<file path="src/rtl/loader_pkg.sv">
// Shared types and constants for the instruction-memory program loader.
package loader_pkg;

  // Width of the frame length field (LEN_LO/LEN_HI) and of the word counter.
  localparam int LEN_W = 16;

  // Default frame start byte.
  localparam logic [7:0] LOADER_MAGIC = 8'hA5;

  typedef enum logic [2:0] {
    IDLE,
    LEN0,
    LEN1,
    DATA,
    CSUM,
    DONE,
    ERR
  } loader_state_t;

endpackage

</file>
<file path="src/rtl/word_assembler.sv">
// Packs a little-endian byte stream into 32-bit words. It emits a registered
// one-cycle word_valid pulse with the assembled word after each 4th byte.
module word_assembler (
  input  logic        clk,
  input  logic        reset,
  input  logic        clear,
  input  logic        byte_valid,
  input  logic [7:0]  byte_data,
  output logic [1:0]  byte_idx,
  output logic        word_valid,
  output logic [31:0] word
);

  // Holds bytes 0..2 of the word in progress. Byte 3 arrives directly from the input.
  logic [23:0] acc;

  // Byte slotting, word completion and the one-cycle valid pulse.
  // NOTE: reset is sampled on the clock edge (synchronous), so it appears
  // inside the clocked block and not in the sensitivity list.
  always_ff @(posedge clk) begin
    if (!reset) begin
      byte_idx   <= 2'd0;
      acc        <= 24'd0;
      word_valid <= 1'b0;
      word       <= 32'd0;
    end else begin
      // NOTE: the pulse defaults low every cycle. Only the 4th byte raises it,
      // so it can never stretch past one cycle.
      word_valid <= 1'b0;
      if (clear) begin
        byte_idx <= 2'd0;
      end else if (byte_valid) begin
        case (byte_idx)
          2'd0: acc[7:0]   <= byte_data;
          2'd1: acc[15:8]  <= byte_data;
          2'd2: acc[23:16] <= byte_data;
          2'd3: begin
            word       <= {byte_data, acc};
            word_valid <= 1'b1;
          end
        endcase
        byte_idx <= byte_idx + 2'd1;
      end
    end
  end

endmodule

</file>
<file path="src/rtl/imem_loader.sv">
// Framed byte-stream program loader. It writes 32-bit words into instruction
// memory and holds the core in reset until a frame with a good checksum arrives.
module imem_loader
  import loader_pkg::*;
#(
  parameter int         ADDR_W = 10,
  parameter logic [7:0] MAGIC  = LOADER_MAGIC
) (
  input  logic              clk,
  input  logic              reset,
  input  logic              rx_valid,
  input  logic [7:0]        rx_data,
  output logic              rx_ready,
  output logic              imem_we,
  output logic [ADDR_W-1:0] imem_addr,
  output logic [31:0]       imem_wdata,
  output logic              core_rst,
  output logic              load_done,
  output logic              load_err,
  output logic [LEN_W-1:0]  words_loaded
);

  // Largest legal frame length is the full memory capacity.
  localparam logic [LEN_W:0] MAX_LEN = (LEN_W + 1)'(1) << ADDR_W;

  loader_state_t    state;
  logic [LEN_W-1:0] len;
  logic [7:0]       sum;

  logic             accept;
  logic             restart;
  logic             data_byte;
  logic [LEN_W-1:0] len_full;
  logic [7:0]       sum_next;
  logic [1:0]       byte_idx;

  assign accept    = rx_valid && rx_ready;
  assign restart   = accept && (rx_data == MAGIC) &&
                     ((state == IDLE) || (state == DONE) || (state == ERR));
  assign data_byte = accept && (state == DATA);
  assign len_full  = {rx_data, len[7:0]};
  assign sum_next  = sum + rx_data;

  word_assembler u_word_assembler (
    .clk        (clk),
    .reset      (reset),
    .clear      (restart),
    .byte_valid (data_byte),
    .byte_data  (rx_data),
    .byte_idx   (byte_idx),
    .word_valid (imem_we),
    .word       (imem_wdata)
  );

  // Frame-parsing FSM. It owns the length, checksum, word counter and write address.
  // NOTE: all state here uses non-blocking assignments, so every branch reads
  // the pre-edge values of len, sum and words_loaded.
  always_ff @(posedge clk) begin
    if (!reset) begin
      state        <= IDLE;
      rx_ready     <= 1'b0;
      core_rst     <= 1'b1;
      load_done    <= 1'b0;
      load_err     <= 1'b0;
      words_loaded <= '0;
      len          <= '0;
      sum          <= 8'd0;
      imem_addr    <= '0;
    end else begin
      rx_ready <= 1'b1;
      if (accept) begin
        case (state)
          IDLE, DONE, ERR: begin
            if (rx_data == MAGIC) begin
              state        <= LEN0;
              core_rst     <= 1'b1;
              load_done    <= 1'b0;
              load_err     <= 1'b0;
              words_loaded <= '0;
              sum          <= 8'd0;
            end
          end
          LEN0: begin
            len[7:0] <= rx_data;
            sum      <= sum_next;
            state    <= LEN1;
          end
          LEN1: begin
            len <= len_full;
            sum <= sum_next;
            if ({1'b0, len_full} > MAX_LEN) begin
              state    <= ERR;
              load_err <= 1'b1;
            end else if (len_full == '0) begin
              state <= CSUM;
            end else begin
              state <= DATA;
            end
          end
          DATA: begin
            sum <= sum_next;
            if (byte_idx == 2'd3) begin
              imem_addr    <= ADDR_W'(words_loaded);
              words_loaded <= words_loaded + 1'b1;
              if (words_loaded + 1'b1 == len) state <= CSUM;
            end
          end
          CSUM: begin
            sum <= sum_next;
            if (sum_next == 8'd0) begin
              state     <= DONE;
              load_done <= 1'b1;
              core_rst  <= 1'b0;
            end else begin
              state    <= ERR;
              load_err <= 1'b1;
            end
          end
          default: state <= IDLE;
        endcase
      end
    end
  end

endmodule

</file>
<file path="config.mk">
export PLATFORM = sky130hd
export DESIGN_NAME = imem_loader
export DESIGN_NICKNAME = d
export VERILOG_FILES = /design/src/rtl/loader_pkg.sv /design/src/rtl/word_assembler.sv /design/src/rtl/imem_loader.sv
export SDC_FILE = /design/constraint.sdc
export NUM_CORES = 1
export LEC_CHECK = 0
export ABC_AREA = 1
export ABC_CLOCK_PERIOD_IN_PS = 4850
export CAP_MARGIN = 20
export CORE_AREA = 2 2 122 136
export CTS_CLUSTER_DIAMETER = 50
export CTS_CLUSTER_SIZE = 25
export DETAILED_ROUTE_END_ITERATION = 8
export DIE_AREA = 0 0 124 138
export GPL_ROUTABILITY_DRIVEN = 0
export SLEW_MARGIN = 20
export SYNTH_ARGS = -nofsm -noshare
export SYNTH_HDL_FRONTEND = slang
export SYNTH_SLANG_ARGS = --single-unit
export TNS_END_PERCENT = 10
</file>
<file path="constraint.sdc">
create_clock -name clk -period 4.85 [get_ports clk]
set_input_delay 0.97 -clock clk [delete_from_list [all_inputs] [get_ports clk]]
set_output_delay 0.97 -clock clk [all_outputs]
set_load 0.01 [all_outputs]
</file>
Word level (Yosys, flattened, before mapping) --
Cells that the tools add are included.
Storage, ports and cells: output and inout bits 63, register bits 116, word-level logic and storage cells 93, input bits 11
Operators by class: magnitude comparators 1, equality and inequality tests 17, bitwise gates (word level) 3, multiplexer cells 23, add/subtract/negate cells 3, reduce and logical (&&, ||, !) cells 30
Operator list (number):
- $mux 16 | 2
- $pmux 16 s2 | 1
- $reduce_and 3->1 | 6
- $add 16x1->16 const B | 1
- $eq 16x16->1 | 1
- $gt 16x11->1 const B | 1
- $logic_not 16->1 | 1
- $pmux 8 s2 | 1
- $mux 3 | 5
- $pmux 3 s5 | 1
- $reduce_and 4->1 | 3
- $eq 3x3->1 const B | 3
- $add 8x8->8 | 1
- $eq 8x8->1 const B | 1
- $logic_not 8->1 | 1
- $mux 1 | 8
- $mux 8 | 1
- $ne 2x2->1 const B | 4
- $eq 3x2->1 const B | 2
- $reduce_bool 2->1 | 3
- $reduce_or 3->1 | 2
- $reduce_and 5->1 | 1
- $eq 2x2->1 const B | 2
- $logic_and 1x1->1 | 4
- other kinds (15) | 21

Depth between registers and ports, before layout --
Gate-level depths: netlist of the first run.
word-level depth 6, depth in mapped cells 16, depth with buffers taken out 16

Modules after synthesis --
Synthesis of the first run repeated with hierarchy kept, for this count alone.
Unflattened totals: cells, all modules 874, area, all modules 5744.3 µm²
By module, submodules not included:
- imem_loader | times used 1, area each 3305.7 µm², cells an instance 498, sequential area each 1141.1 µm²
- word_assembler | times used 1, area each 2438.6 µm², cells an instance 376, sequential area each 1181.1 µm²

Worst setup path before layout of the first run --
OpenSTA, ideal clock, no wires.
path type input -> register, start point input rx_data[0], end point register core_rst, stages 12, arrival 2482 ps, required time 4716 ps, setup time 134 ps, setup slack 2235 ps, path buffers 0, cells stage by stage ha_1 fa_1 nand3_1 nand2_1 xnor2_1 nand3_1 nor2_1 nand4_1 nand2_1 nand2_1 nand2_1 o211ai_1
Between the ends: longest elaborated chain between the ends 4, elaborated cells on any way between the ends 6, those cells by class 1 x add/sub; 3 x eq/ne; 2 x reduce/logical
RTL lines:
- start: declaration | line imem_loader.sv:12 | input logic [7:0] rx_data,
- $add 8x8->8 | line imem_loader.sv:42 | assign sum_next = sum + rx_data;
- $logic_not 8->1 | line imem_loader.sv:110 | if (sum_next == 8'd0) begin
- $ne 2x2->1 (no source line)
- $reduce_and 4->1 (no source line) (*)
- end signal: assignment | line imem_loader.sv:62 | core_rst <= 1'b1;
- end signal: assignment | line imem_loader.sv:76 | core_rst <= 1'b1;
- end signal: assignment | line imem_loader.sv:113 | core_rst <= 1'b0;
- end: declaration | line imem_loader.sv:17 | output logic core_rst,
Mark *: on every way between the ends. The rest lies on a longest branch, timed or not. A chain may end at the register's enable or synchronous reset.

Final worst setup path of the first run --
Same ends and word-level chain as after synthesis.

==> run metrics, run 1 <==
most frequent cell on the critical path nand2_1; Worst EP required 5120 ps; R2R Path Start state[0]$_SDFFE_PN0P_; worst reg2reg path endpoint words_loaded[3]$_SDFFE_PN0P_; Total Routing Usage GR 17.7%; WHS 462 ps; Vias/cell 4.88; final hold viol count 0; Yosys top cell by area dfxtp_1; Syn Std Cell Area 0.00539 mm^2; fin. max-slew vios 0; post-synthesis cell type count 35; Area Overhead vs Synth 26.9%; Clock power frac 56.1%; maximum clock frequency 319 MHz; PostCTS Resize Cnt 0; Die Y-Extent 138 um; DRT Wirelength 14500 um; status finished clean; number of global-route vias before repair 4715; HP Class reg2reg; fin crit period 3130 ps; TritonCTS Buffers 17; hold path endpoint u_word_assembler.acc[20]$_SDFFE_PN0P_; CTS H-Tree Depth 4; DIE WIDTH 124 um; die area 0.0171 mm^2; initial antenna violation count 0; drt pass-1 iters 7; total gr overflow 0; synthesis-stage register bit count 116; clock tree sinks 116; share of the synthesized area in the top cell type 43.1%; sw frac 22.8%; syn_nets 789; Mapped Avg Cell Area 7.05 um^2; Worst Setup End Kind flop; CP cell instances clkdlybuf4s50_1 -> ha_1 -> fa_1 -> nand3_1 -> nand2_1 -> xnor2_1 -> nand3_1 -> nor2_1 -> nand4_1 -> nand2_1 -> nand2_1 -> nand2_1 -> o211ai_1; FFs w/ async S/R, synth 0%; Tot Pwr 2310 uW; clk root buf clkbuf_16; CP Class in2reg; hold_buf cts 0; Post-DP HPWL 9640 um; Leakage 0.00261 uW; main area contributors after synthesis dfxtp_1 43%, nand2_1 11%, a21oi_1 8.4%, nand3_1 7.3%, nor2_1 6.8%; vias 5083; clk_lat worst skew 430 ps; Cell Rows 49; RSZ-0062 raised after global routing false; port bufs 73; Worst slew margin 57.5%; postcts setup bufs 0; Ant. Diodes 0; Clock Skew 12.6 ps; Worst Hold Depth 2; Fillers 1664; fin crit share 64.6%; combinational power share 2.6%; R2R cell count 11; P_sw 525 uW; sequential cell area fraction in the yosys report 43.1%; CP peak stage delay 610 ps; Post-synth top flop dfxtp_1; IO Count 74; final core occ 43.0%; First DRT Iteration DRCs 393; layout net count 849; CP max stage cell clkdlybuf4s50_1; Syn Inst Count 765; Sequential Power Share 41.3%; Pwr per Cell Area 337 mW/mm^2; CTS max path bufs 2; WL/cell 13.9 um; Hold Path Origin u_word_assembler.acc[20]$_SDFFE_PN0P_; final setup vio count 0; first-pass GRT wire length 23700 um; sum of negative setup slack 0 ps; Max VDD drop 0.245 mV; Pint 1780 uW; Yosys Warn Count 0; Post-synth EDFFs 0; Worst-path clk slew 60 ps; Worst Path Arrival 3410 ps; largest net degree at the start of global routing 63; core box area 0.0159 mm^2; R2R setup slack 2300 ps; Setup crit start kind primary input; layout cells sized above 1 7.40%; CTS tree done; crit path max fanout 8; Tightest Pin Transition 637 ps; starting density of the core 33.8%; ANT nets after route 0; max_cap viols 0; drc violations 0
power by group through the flow:
stage / sequential [uW] / combinational (uW) / clock (uW)
5_1_grt: 953 / 64.9 / 1360
2_1_floorplan: 975 / 31.6 / 0
3_5_place_dp: 975 / 59.5 / 0
4_1_cts: 954 / 59.4 / 1320
3_3_place_gp: 975 / 59.7 / 0
6_report: 954 / 59.2 / 1300
cells in the final DEF (no fill, tap or decap), types with 2 or more instances in the layout:
| cell | synthesis | layout |
|---|---|---|
| clkdlybuf4s50_1 | 0 | 72 |
| inv_2 | 6 | 6 |
| nand2_2 | 4 | 4 |
| dfxtp_1 | 116 | 116 |
| nand2_1 | 164 | 164 |
| bufinv_16 | 0 | 3 |
| clkbuf_16 | 0 | 17 |
| clkinvlp_4 | 0 | 4 |
| buf_4 | 0 | 5 |
| xor2_1 | 3 | 3 |
| a21oi_1 | 90 | 90 |
| a31oi_1 | 2 | 2 |
| ha_1 | 12 | 12 |
| or2_2 | 2 | 2 |
| clkinv_4 | 0 | 2 |
| o21ai_0 | 63 | 63 |
| nand4_1 | 12 | 12 |
| xnor2_1 | 3 | 3 |
| nor2_1 | 97 | 97 |
| inv_1 | 50 | 50 |
| clkinv_1 | 2 | 2 |
| nand3_1 | 79 | 79 |
| nor2_4 | 6 | 6 |
| inv_6 | 0 | 4 |
| nor2_2 | 3 | 3 |
cell usage after synthesis (2+ instances only):
master,instances
nand2_1,164
dfxtp_1,116
nor2_1,97
a21oi_1,90
nand3_1,79
o21ai_0,63
inv_1,50
clkbuf_1,25
ha_1,12
nand4_1,12
buf_2,9
inv_2,6
nor2_4,6
nand2_2,4
buf_6,3
nor2_2,3
xnor2_1,3
xor2_1,3
a31oi_1,2
clkinv_1,2
or2_2,2
sequential cells by signal (all words and copies together) (netlist names), 2 cells and up:
signal and flops:
u_word_assembler.word 32, u_word_assembler.acc 24, len 16, words_loaded 16, imem_addr 10, sum 8
state 3, u_word_assembler.byte_idx 2
cells by family (layout without fill, tap and decap cells):
kind of cell | Yosys count | in the layout | synth area share (%)
xor+xnor | 6 | 6 | 0.974
fa+ha+maj | 13 | 13 | 3.15
buf+inv | 95 | 168 | 7.24
flops | 116 | 116 | 43.1
compound gates | 161 | 161 | 15.4
simple gates | 374 | 374 | 30.1
critical path: cells and delay by family:
kind	cells	cell delay, ps
AO/OA/AOI/OAI	1	80
XOR/XNOR	1	190
adder cells (fa/ha/maj)	2	740
buffers and inverters	1	610
AND/OR/NAND/NOR	8	830
layer usage:
layer	track usage, %	routed length (um)	part of all wire (%)	vias up
met5	0	0	0	-
met1	23.5	6970	48	2252
met3	4.91	825	5.7	31
met4	7.45	392	2.7	0
li1	-	-	-	2639
met2	26.8	6290	43	161
final cells by class:
type                            instances  area, um^2  share of cell area (%)
Clock inverter                         14         178                    2.60
Timing Repair Buffer                   78         763                    11.1
Tap cell                              204         255                    3.73
Clock buffer                           18         429                    6.27
Sequential cell                       116        2320                    33.9
Inverter                               58         218                    3.18
Multi-Input combinational cell        554        2680                    39.2
worst max path at each step:
stage / to / startpoint / cells past startpoint
finish: core_rst$_SDFFE_PN1P_ / rx_data[0] / 13
global route: core_rst$_SDFFE_PN1P_ / rx_data[0] / 13
CTS: core_rst$_SDFFE_PN1P_ / rx_data[0] / 13
detailed placement: core_rst$_SDFFE_PN1P_ / rx_data[0] / 13
global placement: core_rst$_SDFFE_PN1P_ / rx_data[0] / 12
floorplan: core_rst$_SDFFE_PN1P_ / rx_data[0] / 12
through the flow:
| stage | area (um^2) | cells | setup WS, ps |
|---|---|---|---|
| floorplan | 5390 | 765 | 2230 |
| global placement | 6240 | 1010 | 1360 |
| detailed placement | 6240 | 1010 | 1290 |
| CTS | 6850 | 1042 | 1730 |
| global route | 6850 | 1042 | 1460 |
| finish | 6850 | 1042 | 1720 |
(Power assumes the default switching activity.)
==> inputs of run 2 (changes only) <==
Settings changed: ABC_CLOCK_PERIOD_IN_PS 4850 to 2900.
Clock period 4.85 ns to 2.9 ns, I/O delays scaled along.
==> run 2 against run 1 <==
Compared with the run above:
- wire length down 1.6%
- combinational power up 81%
- largest cell class unchanged
- critical path type unchanged
- core utilization up 0.46 points
- sequential share of layout area down 0.36 points
==> run metrics, run 2 (synthesis gave the netlist of run 1 again) <==
status finished clean; R2R cell count 12 (+1); clk root buf clkbuf_16; largest register by flop count u_word_assembler.word; RSZ-0062 raised after global routing false; total gr overflow 0 (unchanged); commonest cells after routing, fill and taps aside 164 x nand2_1, 116 x dfxtp_1, 97 x nor2_1; fin crit period 2540 ps; Die Y-Extent 138 um (unchanged); Post-DP HPWL 9680 um (+0.44%); postcts setup bufs 0 (unchanged); max reg flops 32 (unchanged); fin crit share 87.5%; Worst-path clk slew 50 ps (about the same); First DRT Iteration DRCs 348 (-11%); final setup vio count 0 (unchanged); Fillers 1665 (+0.060%); Setup crit start kind primary input; HP Class reg2reg; drc violations 0 (unchanged); DP Area 0.00633 mm^2 (+1.4%); drt pass-1 iters 5 (-2); largest net degree at the start of global routing 68 (+7.9%); Worst EP required 3240 ps (-1880 ps); vias 5073 (-0.20%); fin. max-slew vios 0 (unchanged); final hold viol count 0 (unchanged); first-pass GRT wire length 23500 um (-0.90%); clock tree sinks 116 (unchanged); hold_buf cts 0 (unchanged); Clock Skew 8.52 ps (-4.08 ps); DRT Wirelength 14200 um (-1.6%); TritonCTS Buffers 17 (unchanged); port bufs 73 (unchanged); Worst Path Arrival 2880 ps (-530 ps); Tightest Pin Transition 637 ps (+0.311 ps); DIE WIDTH 124 um (unchanged); Vias/cell 4.83 (-1.1%); number of global-route vias before repair 4683 (-0.68%); starting density of the core 33.8% (unchanged); CTS H-Tree Depth 4 (unchanged); Largest regs u_word_assembler.word: 32 flops, u_word_assembler.acc: 24 flops; Total Routing Usage GR 17.5% (-0.17 points); clk_lat worst skew 420 ps (about the same); layout cells sized above 1 8.15% (+0.75 points); ANT nets after route 0 (unchanged); layout net count 859 (+1.2%); core box area 0.0159 mm^2 (unchanged); IO Count 74 (unchanged); R2R setup slack 730 ps (-1570 ps); pre-CTS setup slack -67.7 ps (-1360 ps); WL/cell 13.6 um (-2.5%); Leakage 0.00266 uW (+2.0%); Max VDD drop 0.391 mV (+60%); crit path max fanout 2 (-6); worst setup margin 361 ps (-1350 ps); die area 0.0171 mm^2 (unchanged); final design area excluding fillers 0.00692 mm^2 (+1.1%); CTS max path bufs 2 (unchanged); sum of negative setup slack 0 ps (unchanged); CP Class in2reg; CTS tree done; initial antenna violation count 0 (unchanged); Ant. Diodes 0 (unchanged); max_cap viols 0 (unchanged); Worst Setup End Kind flop; most common cell after layout, fill and taps aside nand2_1; Area Overhead vs Synth 28.3%; Pwr per Cell Area 549 mW/mm^2 (+63%); PostCTS Resize Cnt 0 (unchanged); Worst Hold Depth 2 (unchanged); Cell Rows 49 (unchanged); Worst slew margin 57.5% (about the same); maximum clock frequency 394 MHz
[run 2: area by class of cell]
class	instances	area [um^2]	share of cell area (%)
timing repair buffer	88	851	12.3
clock buffer	22	464	6.71
inverter	58	218	3.15
multi-input combinational	554	2680	38.7
clock inverter	9	129	1.86
tap	204	255	3.69
sequential	116	2320	33.6
[run 2: stage by stage]
stage	utilization, %	power (uW)	hold WS (ps)	cells
floorplan	-	1680	441	765
CTS	43.4	3840	462	1051
global route	43.4	3930	476	1051
finish	43.4	3800	461	1051
detailed placement	39.7	1740	455	1020
global placement	39.7	1740	451	1020
[run 2: worst paths after layout]
| path | from | end |
|---|---|---|
| max | rx_data[0] | state[0]$_SDFFE_PN0P_ |
| min | u_word_assembler.acc[0]$_SDFFE_PN0P_ | u_word_assembler.acc[0]$_SDFFE_PN0P_ |
| max reg2reg | sum[0]$_SDFFE_PN0P_ | state[0]$_SDFFE_PN0P_ |
| min reg2reg | u_word_assembler.acc[0]$_SDFFE_PN0P_ | u_word_assembler.acc[0]$_SDFFE_PN0P_ |
[run 2: critical path, stage by stage]
cell,delay [ps]
clkdlybuf4s50_1,460
ha_1,250
fa_1,410
nand3_1,90
nand2_1,80
xnor2_1,200
nand3_1,100
nor2_1,150
nand4_1,120
buf_4,160
nand3_1,60
nand3_1,70
a21oi_1,140
[run 2: layer usage]
metal	track usage [%]	share of wire (%)	routed length, um
met5	0	0	0
met4	5.85	1.5	213
met3	4.79	4.8	679
met2	26.7	45	6420
met1	23.9	49	6930
[run 2: power breakdown]
| group | internal, uW | switching, uW |
|---|---|---|
| sequential | 1600 | 0.438 |
| clock | 1390 | 708 |
| combinational | 35.7 | 71.0 |
==> patch: new RTL, config.mk and constraints of run 2 <==
Reset style: asynchronous (`reset`), changed in 2 clocked blocks.
--- a/src/rtl/word_assembler.sv
+++ b/src/rtl/word_assembler.sv
@@ -17,7 +17,7 @@
   // Byte slotting, word completion and the one-cycle valid pulse.
   // NOTE: reset is sampled on the clock edge (synchronous), so it appears
   // inside the clocked block and not in the sensitivity list.
-  always_ff @(posedge clk) begin
+  always_ff @(posedge clk or negedge reset) begin
     if (!reset) begin
       byte_idx   <= 2'd0;
       acc        <= 24'd0;
--- a/src/rtl/imem_loader.sv
+++ b/src/rtl/imem_loader.sv
@@ -55,7 +55,7 @@
   // Frame-parsing FSM. It owns the length, checksum, word counter and write address.
   // NOTE: all state here uses non-blocking assignments, so every branch reads
   // the pre-edge values of len, sum and words_loaded.
-  always_ff @(posedge clk) begin
+  always_ff @(posedge clk or negedge reset) begin
     if (!reset) begin
       state        <= IDLE;
       rx_ready     <= 1'b0;
Behaviour: differs if reset is asserted again (counterexample within 4 cycles, from zero or initial values and one cycle with reset low); with reset held inactive, the same outputs for 4 cycles.
==> patch against run 2 <==
- wire length is 3.4% lower
- sequential cell count stayed put
- final area is 3.5% higher
- synthesized area is 2.9% higher
- non-clock buffer count is 1 lower
- setup slack better by 0.048 ns
Power is not compared: it rests on default switching activity, and its combinational part moved more than twofold at a synthesized area within 25%.
==> patch: results (changes against run 2) <==
* Status: finished clean (unchanged)
* HP Class: primary input to asynchronous set/reset pin (was flip-flop to flip-flop)
* Vias/cell at 4.76 (was 4.83)
* Clock transition at path regs at 0.05 ns (about the same)
* Worst-Skew Late Latency at 0.42 ns (about the same)
* Top FF cell, synth: dfrtp_1 (was dfxtp_1)
* Setup crit end: load_done (was state[0])
* Worst Setup SP: rx_data[0] (unchanged)
* Post-route DRC at 0 (unchanged)
* Nets at 789 (was 859)
* Synth top cells by count: nand2_1 (237), dfrtp_1 (115), o21ai_0 (69) (was nand2_1 (164), dfxtp_1 (116), nor2_1 (97))
* Total Wirelength at 13,800 um (was 14,200 um)
* Largest net degree at the start of global routing at 54 (was 68)
* Share of layout cells above drive strength 1 at 0.0887 (was 0.0815)
* Reg-to-reg critical path startpoint: sum[0] (unchanged)
* CTS Root Buffer Type: clkbuf_16 (unchanged)
* DR pass1 iterations at 4 (was 5)
* CTS Buffer Depth at 2 (unchanged)
* Synth Warn # at 0 (unchanged)
* Top Registers: u_word_assembler.word x32, u_word_assembler.acc x24 (unchanged)
* P_leak at 3.43 nW
* CTS Buf Count at 17 (unchanged)
* Register area share after synthesis at 0.523 (was 0.431)
* Mean Syn Cell Area at 8.22 um^2 (was 7.05 um^2)
* Filler cells at 1,621 (was 1,665)
* Via count at 4,676 (was 5,073)
* Inserted Diodes at 0 (unchanged)
* Pre-CTS setup slack at 0.000338 ns (was -0.0677 ns)
* CP Data Arrival Time at 2.78 ns (was 2.88 ns)
* Synth async-reset ratio at 1.00 (was 0)
* Syn nets at 699 (was 789)
* Vias in the first global route at 4,468 (was 4,683)
* Area contributors post-synth: dfrtp_1 (52%), nand2_1 (16%), o21ai_0 (6.2%) (was dfxtp_1 (43%), nand2_1 (11%), a21oi_1 (8.4%))
* Mux share of post-synthesis cell area at 0 (unchanged)
* Dpl cells at 950 (was 1,020)
* Most flop-heavy register: u_word_assembler.word (unchanged)
* Crit path max fanout at 4 (was 2)
* Post CTS Setup Buffer Count at 0 (unchanged)
* Final worst slack at 0.409 ns (was 0.361 ns)
* Max-slew violation count at 0 (unchanged)
* Initial antenna violation count at 0 (unchanged)
* I/O Buffers at 73 (unchanged)
* Fin Clk Skew at 0.00758 ns (was 0.00852 ns)
* First-pass GRT wire length at 22,800 um (was 23,500 um)
* Post-DP Area at 6620 um^2 (was 6330 um^2)
* Xor/xnor share of the synthesized area at 0.0205 (was 0.00974)
* Cell variety after synth at 39 (was 35)
* H-tree levels at 4 (unchanged)
* All-layer global routing usage at 0.172 (was 0.175)
* R2R cell count at 12 (unchanged)
* R2R Setup Slk at 0.64 ns (was 0.73 ns)
* Worst vdd ir at approximately 0.44 mV
* DP Wirelength at 9730 um (was 9680 um)
* Worst-margin pin slew at 0.715 ns (was 0.637 ns)
* Post_cts resized at 0 (unchanged)
* Iteration-0 DRC Markers at 231 (was 348)
* Post-synthesis compound-gate area fraction at 0.104 (was 0.154)
* Post-synthesis adder-cell area fraction at 0.0307 (was 0.0315)
==> patch: cell count changes after synthesis, sizes merged, moves of 11 or more <==
cell	delta
dfxtp	-116
dfrtp	+115
a21oi	-82
nand2	+73
nor2	-70
nand3	-36
clkbuf	-17
o22ai	+16
inv	+13
o21ai	+11
==> patch: layout make-up <==
type | count | area, um^2 | share of cell area
Sequential cell | 116 | 2900 | 0.405
Inverter | 70 | 263 | 0.0367
Multi-Input combinational cell | 473 | 2320 | 0.324
Tap cell | 204 | 255 | 0.0356
Clock buffer | 20 | 457 | 0.0638
Timing Repair Buffer | 87 | 883 | 0.123
Clock inverter | 12 | 82.6 | 0.0115
==> patch: worst min-delay path by stage <==
stage                            start                  endpoint  slack (ns)  depth (start not counted)
2_1_floorplan                    reset              imem_addr[0]        0.28                          0
3_3_place_gp   u_word_assembler.acc[6]  u_word_assembler.word[6]        0.45                          2
3_5_place_dp   u_word_assembler.acc[0]  u_word_assembler.word[0]        0.46                          2
4_1_cts                          reset              imem_addr[6]        0.24                          1
5_1_grt                          reset              imem_addr[4]        0.28                          1
6_report                         reset              imem_addr[7]        0.22                          1
==> patch: critical path, cell delays in order <==
cell,delay (ns)
clkdlybuf4s50_1,0.42
ha_1,0.24
fa_1,0.41
nand3_1,0.09
nand2_1,0.09
xnor2_1,0.19
nand3_1,0.10
nor2_1,0.17
nand3_1,0.17
nand2_1,0.10
nand2_1,0.08
nand2_1,0.07
o21ai_0,0.08
==> patch: where the power goes <==
group	switching (mW)	internal, mW
Clock	0.772	1.13
Combinational	1.04	0.864
Sequential	0.350	2.01
==> patch: kinds of logic after synthesis <==
group                      after synthesis
and+or+nand+nor                        343
DFF                                    116
AOI/OAI and AO/OA                      105
buffers and inverters                   86
adders and majority gates               13
xor gates and xnor gates                11
other                                    1
==> patch: per-layer routing <==
layer / wire [um] / track usage
met2: 6450 / 0.262
met4: 196 / 0.0532
met1: 6600 / 0.238
met3: 509 / 0.0491
met5: 0 / 0
